### config.mk
export PLATFORM = sky130hd
export DESIGN_NAME = conv3x3_stream
export DESIGN_NICKNAME = d
export VERILOG_FILES = /design/src/rtl/cnn_pkg.sv /design/src/rtl/conv_line_buf.sv /design/src/rtl/conv3x3_stream.sv
export SDC_FILE = /design/constraint.sdc
export NUM_CORES = 2
export LEC_CHECK = 0
export CAP_MARGIN = 20
export CORE_MARGIN = 8
export CORE_UTILIZATION = 55
export DETAILED_ROUTE_END_ITERATION = 6
export PLACE_DENSITY_LB_ADDON = 0.2
export SYNTH_ARGS = -nofsm -noshare
export SYNTH_HDL_FRONTEND = slang
export SYNTH_SLANG_ARGS = --single-unit
### constraint.sdc
create_clock -name clk -period 5.43 [get_ports clk]
set_clock_uncertainty 0.1 [all_clocks]
set_input_delay 0.8145 -clock clk [delete_from_list [all_inputs] [get_ports clk]]
set_output_delay 0.8145 -clock clk [all_outputs]
set_load 0.05 [all_outputs]
### src/rtl/cnn_pkg.sv
// Shared definitions for the CNN datapath blocks.
// Provides default widths, the kernel size constant and a saturation helper
// that clamps a wide signed value into a signed range of a given bit width.
package cnn_pkg;

  localparam int DATA_W_DEF = 8;
  localparam int COEF_W_DEF = 8;
  localparam int OUT_W_DEF  = 9;
  localparam int K          = 3;
  localparam int TAPS       = K * K;

  // Clamp value into [-2^(out_w-1), 2^(out_w-1)-1]; the caller keeps the low
  // out_w bits of the result.
  function automatic logic signed [31:0] saturate(input logic signed [63:0] value,
                                                  input int out_w);
    logic signed [63:0] hi;
    logic signed [63:0] lo;
    hi = (64'sd1 <<< (out_w - 1)) - 64'sd1;
    lo = -hi - 64'sd1;
    if (value > hi) return hi[31:0];
    if (value < lo) return lo[31:0];
    return value[31:0];
  endfunction

endpackage

### src/rtl/conv_line_buf.sv
// One-row delay line for the 3x3 window.
// Each enabled cycle pushes din in; dout is the sample pushed DEPTH enables
// earlier, i.e. the pixel directly above the current one in the frame.
// Ports: clk, rst_n (async active-low), en (shift enable), din, dout.
module conv_line_buf #(
  parameter int DATA_W = 8,
  parameter int DEPTH  = 4
) (
  input  logic              clk,
  input  logic              rst_n,
  input  logic              en,
  input  logic [DATA_W-1:0] din,
  output logic [DATA_W-1:0] dout
);

  logic [DATA_W-1:0] mem [DEPTH];

  always_ff @(posedge clk or negedge rst_n) begin
    if (!rst_n) begin
      for (int i = 0; i < DEPTH; i++) mem[i] <= '0;
    end else if (en) begin
      mem[0] <= din;
      for (int i = 1; i < DEPTH; i++) mem[i] <= mem[i-1];
    end
  end

  assign dout = mem[DEPTH-1];

endmodule

### src/rtl/conv3x3_stream.sv
// Streaming 3x3 "valid" convolution over an IMG_W x IMG_H raster pixel stream.
// Emits one saturated signed result per fully interior window, with a
// runtime-loadable kernel and valid/ready flow control on both sides.
// Ports:
//   clk, rst_n                     clock, async active-low reset
//   coef_we/coef_addr/coef_data    kernel write (index 0..8 row-major), only while idle
//   s_valid/s_ready/s_data         unsigned pixel input stream
//   m_valid/m_ready/m_data/m_last  signed saturated result stream, m_last ends a frame
//   busy                           frame in flight (first pixel accepted .. last result consumed)
module conv3x3_stream
  import cnn_pkg::*;
#(
  parameter int DATA_W = DATA_W_DEF,
  parameter int COEF_W = COEF_W_DEF,
  parameter int OUT_W  = OUT_W_DEF,
  parameter int IMG_W  = 4,
  parameter int IMG_H  = 4,
  parameter int SHIFT  = 0
) (
  input  logic                     clk,
  input  logic                     rst_n,
  input  logic                     coef_we,
  input  logic [3:0]               coef_addr,
  input  logic signed [COEF_W-1:0] coef_data,
  input  logic                     s_valid,
  output logic                     s_ready,
  input  logic [DATA_W-1:0]        s_data,
  output logic                     m_valid,
  input  logic                     m_ready,
  output logic signed [OUT_W-1:0]  m_data,
  output logic                     m_last,
  output logic                     busy
);

  localparam int PW = DATA_W + COEF_W + 1;
  localparam int SW = PW + 4;
  localparam int CW = $clog2(IMG_W);
  localparam int RW = $clog2(IMG_H);

  logic en;
  logic accept;
  logic [CW-1:0] col;
  logic [RW-1:0] row;
  logic col_end, row_end, win_ok, frame_first, frame_last;
  logic [DATA_W-1:0] lb0_out, lb1_out;
  logic [DATA_W-1:0] tap [TAPS];
  logic [DATA_W-1:0] win [TAPS];
  logic signed [COEF_W-1:0] coef [TAPS];
  logic signed [PW-1:0] prod [TAPS];
  logic tap_valid, tap_last, v1, l1, v2, l2;
  logic signed [SW-1:0] sum;
  logic signed [SW-1:0] shifted;

  // The whole pipeline advances together unless a result is being held.
  assign en      = !(m_valid && !m_ready);
  assign s_ready = en;
  assign accept  = s_valid && en;

  assign col_end     = (col == CW'(IMG_W - 1));
  assign row_end     = (row == RW'(IMG_H - 1));
  assign win_ok      = (row >= RW'(2)) && (col >= CW'(2));
  assign frame_first = (row == '0) && (col == '0);
  assign frame_last  = row_end && col_end;

  always_ff @(posedge clk or negedge rst_n) begin
    if (!rst_n) begin
      col <= '0;
      row <= '0;
    end else if (accept) begin
      if (col_end) begin
        col <= '0;
        row <= row_end ? '0 : row + RW'(1);
      end else begin
        col <= col + CW'(1);
      end
    end
  end

  // lb0 yields the pixel one row above the incoming one, lb1 two rows above.
  conv_line_buf #(.DATA_W(DATA_W), .DEPTH(IMG_W)) u_lb0 (
    .clk(clk), .rst_n(rst_n), .en(accept), .din(s_data), .dout(lb0_out)
  );
  conv_line_buf #(.DATA_W(DATA_W), .DEPTH(IMG_W)) u_lb1 (
    .clk(clk), .rst_n(rst_n), .en(accept), .din(lb0_out), .dout(lb1_out)
  );

  // Window shift: columns move left, the new right column is top/mid/bottom.
  always_ff @(posedge clk or negedge rst_n) begin
    if (!rst_n) begin
      for (int i = 0; i < TAPS; i++) tap[i] <= '0;
    end else if (accept) begin
      for (int r = 0; r < K; r++) begin
        tap[r*K]   <= tap[r*K+1];
        tap[r*K+1] <= tap[r*K+2];
      end
      tap[2] <= lb1_out;
      tap[5] <= lb0_out;
      tap[8] <= s_data;
    end
  end

  // Kernel writes are locked out while a frame is in flight.
  always_ff @(posedge clk or negedge rst_n) begin
    if (!rst_n) begin
      for (int i = 0; i < TAPS; i++) coef[i] <= '0;
    end else if (coef_we && !busy) begin
      for (int i = 0; i < TAPS; i++)
        if (coef_addr == 4'(i)) coef[i] <= coef_data;
    end
  end

  // Pipeline: window flags, window snapshot, products.
  always_ff @(posedge clk or negedge rst_n) begin
    if (!rst_n) begin
      tap_valid <= 1'b0;
      tap_last  <= 1'b0;
      v1        <= 1'b0;
      l1        <= 1'b0;
      v2        <= 1'b0;
      l2        <= 1'b0;
      for (int i = 0; i < TAPS; i++) begin
        win[i]  <= '0;
        prod[i] <= '0;
      end
    end else if (en) begin
      tap_valid <= accept && win_ok;
      tap_last  <= accept && frame_last;
      v1        <= tap_valid;
      l1        <= tap_last;
      v2        <= v1;
      l2        <= l1;
      for (int i = 0; i < TAPS; i++) begin
        win[i]  <= tap[i];
        prod[i] <= PW'($signed({1'b0, win[i]})) * PW'(coef[i]);
      end
    end
  end

  always_comb begin
    sum = '0;
    for (int i = 0; i < TAPS; i++) sum = sum + SW'(prod[i]);
  end

  assign shifted = sum >>> SHIFT;

  always_ff @(posedge clk or negedge rst_n) begin
    if (!rst_n) begin
      m_valid <= 1'b0;
      m_last  <= 1'b0;
      m_data  <= '0;
    end else if (en) begin
      m_valid <= v2;
      m_last  <= v2 && l2;
      if (v2) m_data <= OUT_W'(saturate(64'(shifted), OUT_W));
    end
  end

  // A new frame's first pixel wins over the consumption of the previous m_last.
  always_ff @(posedge clk or negedge rst_n) begin
    if (!rst_n) begin
      busy <= 1'b0;
    end else if (accept && frame_first) begin
      busy <= 1'b1;
    end else if (m_valid && m_ready && m_last) begin
      busy <= 1'b0;
    end
  end

endmodule

==> qor.txt <==
Run status - completed
Synth async-reset ratio - 100%
Clk_lat worst skew - 600 ps
Fmax - 192 MHz
Number of vias per cell - 5.37
Period minus WS final - 5210 ps
Largest net degree at the start of global routing - 187
Site Rows - 97
Global placement routability congestion - 0.873
EDFF count, synth - 0
Setup-failing EPs final - 0
Max_slew headroom - 27.9%
Post-synth top cells - inv_1, nand2_1, fa_1
Period utilisation layout - 95.9%
Die width - 281 um
Port bufs - 37
Vias in the first global route - 27161
Finished Cell Area - 41900 sq um
Fill cells - 6011
Setup crit end kind - flop
Initial antenna violation count - 6
Kind of cell adding the most delay to the critical path - adder cells
Num CTS Buffers - 48
Post-synth top area cell - dfrtp_1
Clock Sinks - 407
CP max-delay cell - fa_1
Worst EP required - 5830 ps
Hold WC Path Type - input pin to async pin
Die area - 78900 sq um
Synth unique cells - 68
Starting Density - 55.3%
Core area - 69800 sq um
H-tree levels - 2
Crit path max fanout - 5
Die H - 281 um
Mapped Cells - 3998
DR vias - 26762
Max_cap viols - 0
First-pass DRT Iterations - 5
Crit-path cells - fa_1 > fa_1 > fa_1 > inv_1 > fa_1 > inv_1 > ha_2 > inv_1 > fa_2 > and2b_4 > o31a_1 > o21ai_2 > a211oi_2 > nand3_2 > nor4_4 > a21oi_4 > buf_12 > o22ai_2
Tot GR Track Use - 24.4%
CTS tree - done
CP peak stage delay - 530 ps
GR Overflow Total - 0
Post-route ant nets - 0
Part of the Yosys area used for sequential elements - 26.4%
Syn Area/Cell - 9.66 sq um
Synth Net Count - 4892
I/O Pins - 38
Yosys top cell area share - 26.4%
CP arrival - 5610 ps
Post-Syn Area - 38600 sq um
Post-place instance area - 40000 sq um
Antenna diodes - 0
CP bufs+invs - 4
Fin. max-slew vios - 0
First-pass GRT wire length - 151000 um
Final hold vios - 0
Yosys warns - 0
Most frequent cell on the critical path - fa_1
Final nets - 4897
Least-Margin Pin Slew - 1080 ps
Setup TNS Final - 0 ps
Clk root buf - clkbuf_16
Share of layout cells above drive strength 1 - 8.24%
Post-DP HPWL - 72100 um
DR iter-0 viols - 1753
WL/cell - 18.7 um
Startpoint Class - flop
#FFs+latches synth - 407
Main flop type after synthesis - dfrtp_1
Crit Path Class - flop to flop
Layout area overhead - 8.57%
Count leader, synth - inv_1
Synth top area cells - dfrtp_1, fa_1, ha_1
WL final - 93100 um
Drt drc - 0
Clock Path Buffers - 3
Clock Pin Slew Worst Setup and Hold Paths - 60 ps
## cell usage in the layout, fill, tap and decap left out, types with 11 or more instances in the layout
cell type | netlist | layout
a21o_1 | 18 | 18
a21oi_1 | 165 | 163
and2_1 | 308 | 308
and3_1 | 11 | 11
buf_4 | 0 | 34
clkbuf_16 | 0 | 48
clkdlybuf4s50_1 | 0 | 35
dfrtp_1 | 407 | 407
fa_1 | 455 | 454
ha_1 | 414 | 412
inv_1 | 675 | 675
mux2_2 | 161 | 161
nand2_1 | 613 | 612
nand2b_1 | 61 | 61
nand3_1 | 46 | 45
nor2_1 | 142 | 142
nor2b_1 | 14 | 13
nor3_1 | 34 | 34
o211ai_1 | 20 | 20
o21a_1 | 13 | 13
o21ai_0 | 74 | 72
o21bai_1 | 14 | 13
o31ai_1 | 16 | 16
or3_1 | 18 | 18
xnor2_1 | 63 | 62
xor2_1 | 40 | 40
## final cells by class
class	count	area, sq um	share of cell area, %
Clock buffer	62	1330	3.18
Inverter	676	2540	6.07
Tap cell	940	1180	2.81
Multi-Input combinational cell	2794	25600	60.9
Clock inverter	26	409	0.976
Timing Repair Buffer	76	726	1.73
Sequential cell	407	10200	24.3
## sequential cells by signal, summed over array words and instances, names as in the netlist, 2 cells and up
register,flops
prod,153
coef,72
win,72
tap,40
u_lb0.mem,16
u_lb1.mem,16
m_data,9
u_lb0.dout,8
u_lb1.dout,8
col,2
row,2
## final timing paths
kind                       depth (start not counted)            startpoint                     to  slack, ps
min in group clk                                   2        v1$_DFFE_PN0N_         v1$_DFFE_PN0N_        370
max in group asynchronous                          2                 rst_n   prod[85]$_DFFE_PN0N_       3670
min reg2reg                                        2        v1$_DFFE_PN0N_         v1$_DFFE_PN0N_        370
min                                                1                 rst_n    tap[63]$_DFFE_PN0P_        160
max reg2reg                                       18  prod[87]$_DFFE_PN0N_  m_data[7]$_DFFE_PN0P_        220
max                                               18  prod[87]$_DFFE_PN0N_  m_data[7]$_DFFE_PN0P_        220
## metal layers
| metal | vias up | GRT usage [%] | routed length (um) |
|---|---|---|---|
| met2 | 563 | 38.3 | 42500 |
| met4 | 2 | 4.70 | 1730 |
| met3 | 101 | 4.60 | 5780 |
| met1 | 13517 | 35.4 | 43100 |
| met5 | - | 0 | 12 |
| li1 | 12579 | - | - |
## what timing repair did
| action | CTS | global route |
|---|---|---|
| setup endpoints to repair | 0 | 8 |
| setup buffers | 0 | 6 |
| gates resized for setup | 0 | 25 |
| hold buffers | 0 | 0 |
## worst register-to-register path: stages, from the launching register on
cell	delay [ps]
dfrtp_1	400
fa_1	520
fa_1	530
fa_1	500
inv_1	50
fa_1	430
inv_1	70
ha_2	200
inv_1	60
fa_2	350
and2b_4	270
o31a_1	290
o21ai_2	110
a211oi_2	350
nand3_2	150
nor4_4	330
a21oi_4	130
buf_12	160
o22ai_2	120
## cell families (layout without fill, tap and decap cells)
| kind of cell | after synthesis | in the layout | share of synthesized area, % |
|---|---|---|---|
| compound gates | 377 | 377 | 5.97 |
| xor+xnor | 103 | 103 | 2.34 |
| fa+ha+maj | 869 | 869 | 37.0 |
| buf+inv | 797 | 840 | 7.83 |
| flops | 407 | 407 | 26.4 |
| mux | 163 | 163 | 4.75 |
| simple gates | 1282 | 1282 | 15.7 |
## metrics by stage
stage                     hold WS, ps  instances  worst slack [ps]  utilization, %
after global placement            350       4887               269            57.3
after global routing              235       4981             -16.5            60.1
after detailed placement          355       4887               147            57.3
after CTS                         207       4975               117            59.8
final                             160       4981               221            60.1
after floorplan                   338       3998               528               -
Power is left out: the tool's default activity adds up to more than one toggle a clock period on the data nets, which glitch-free logic cannot reach.
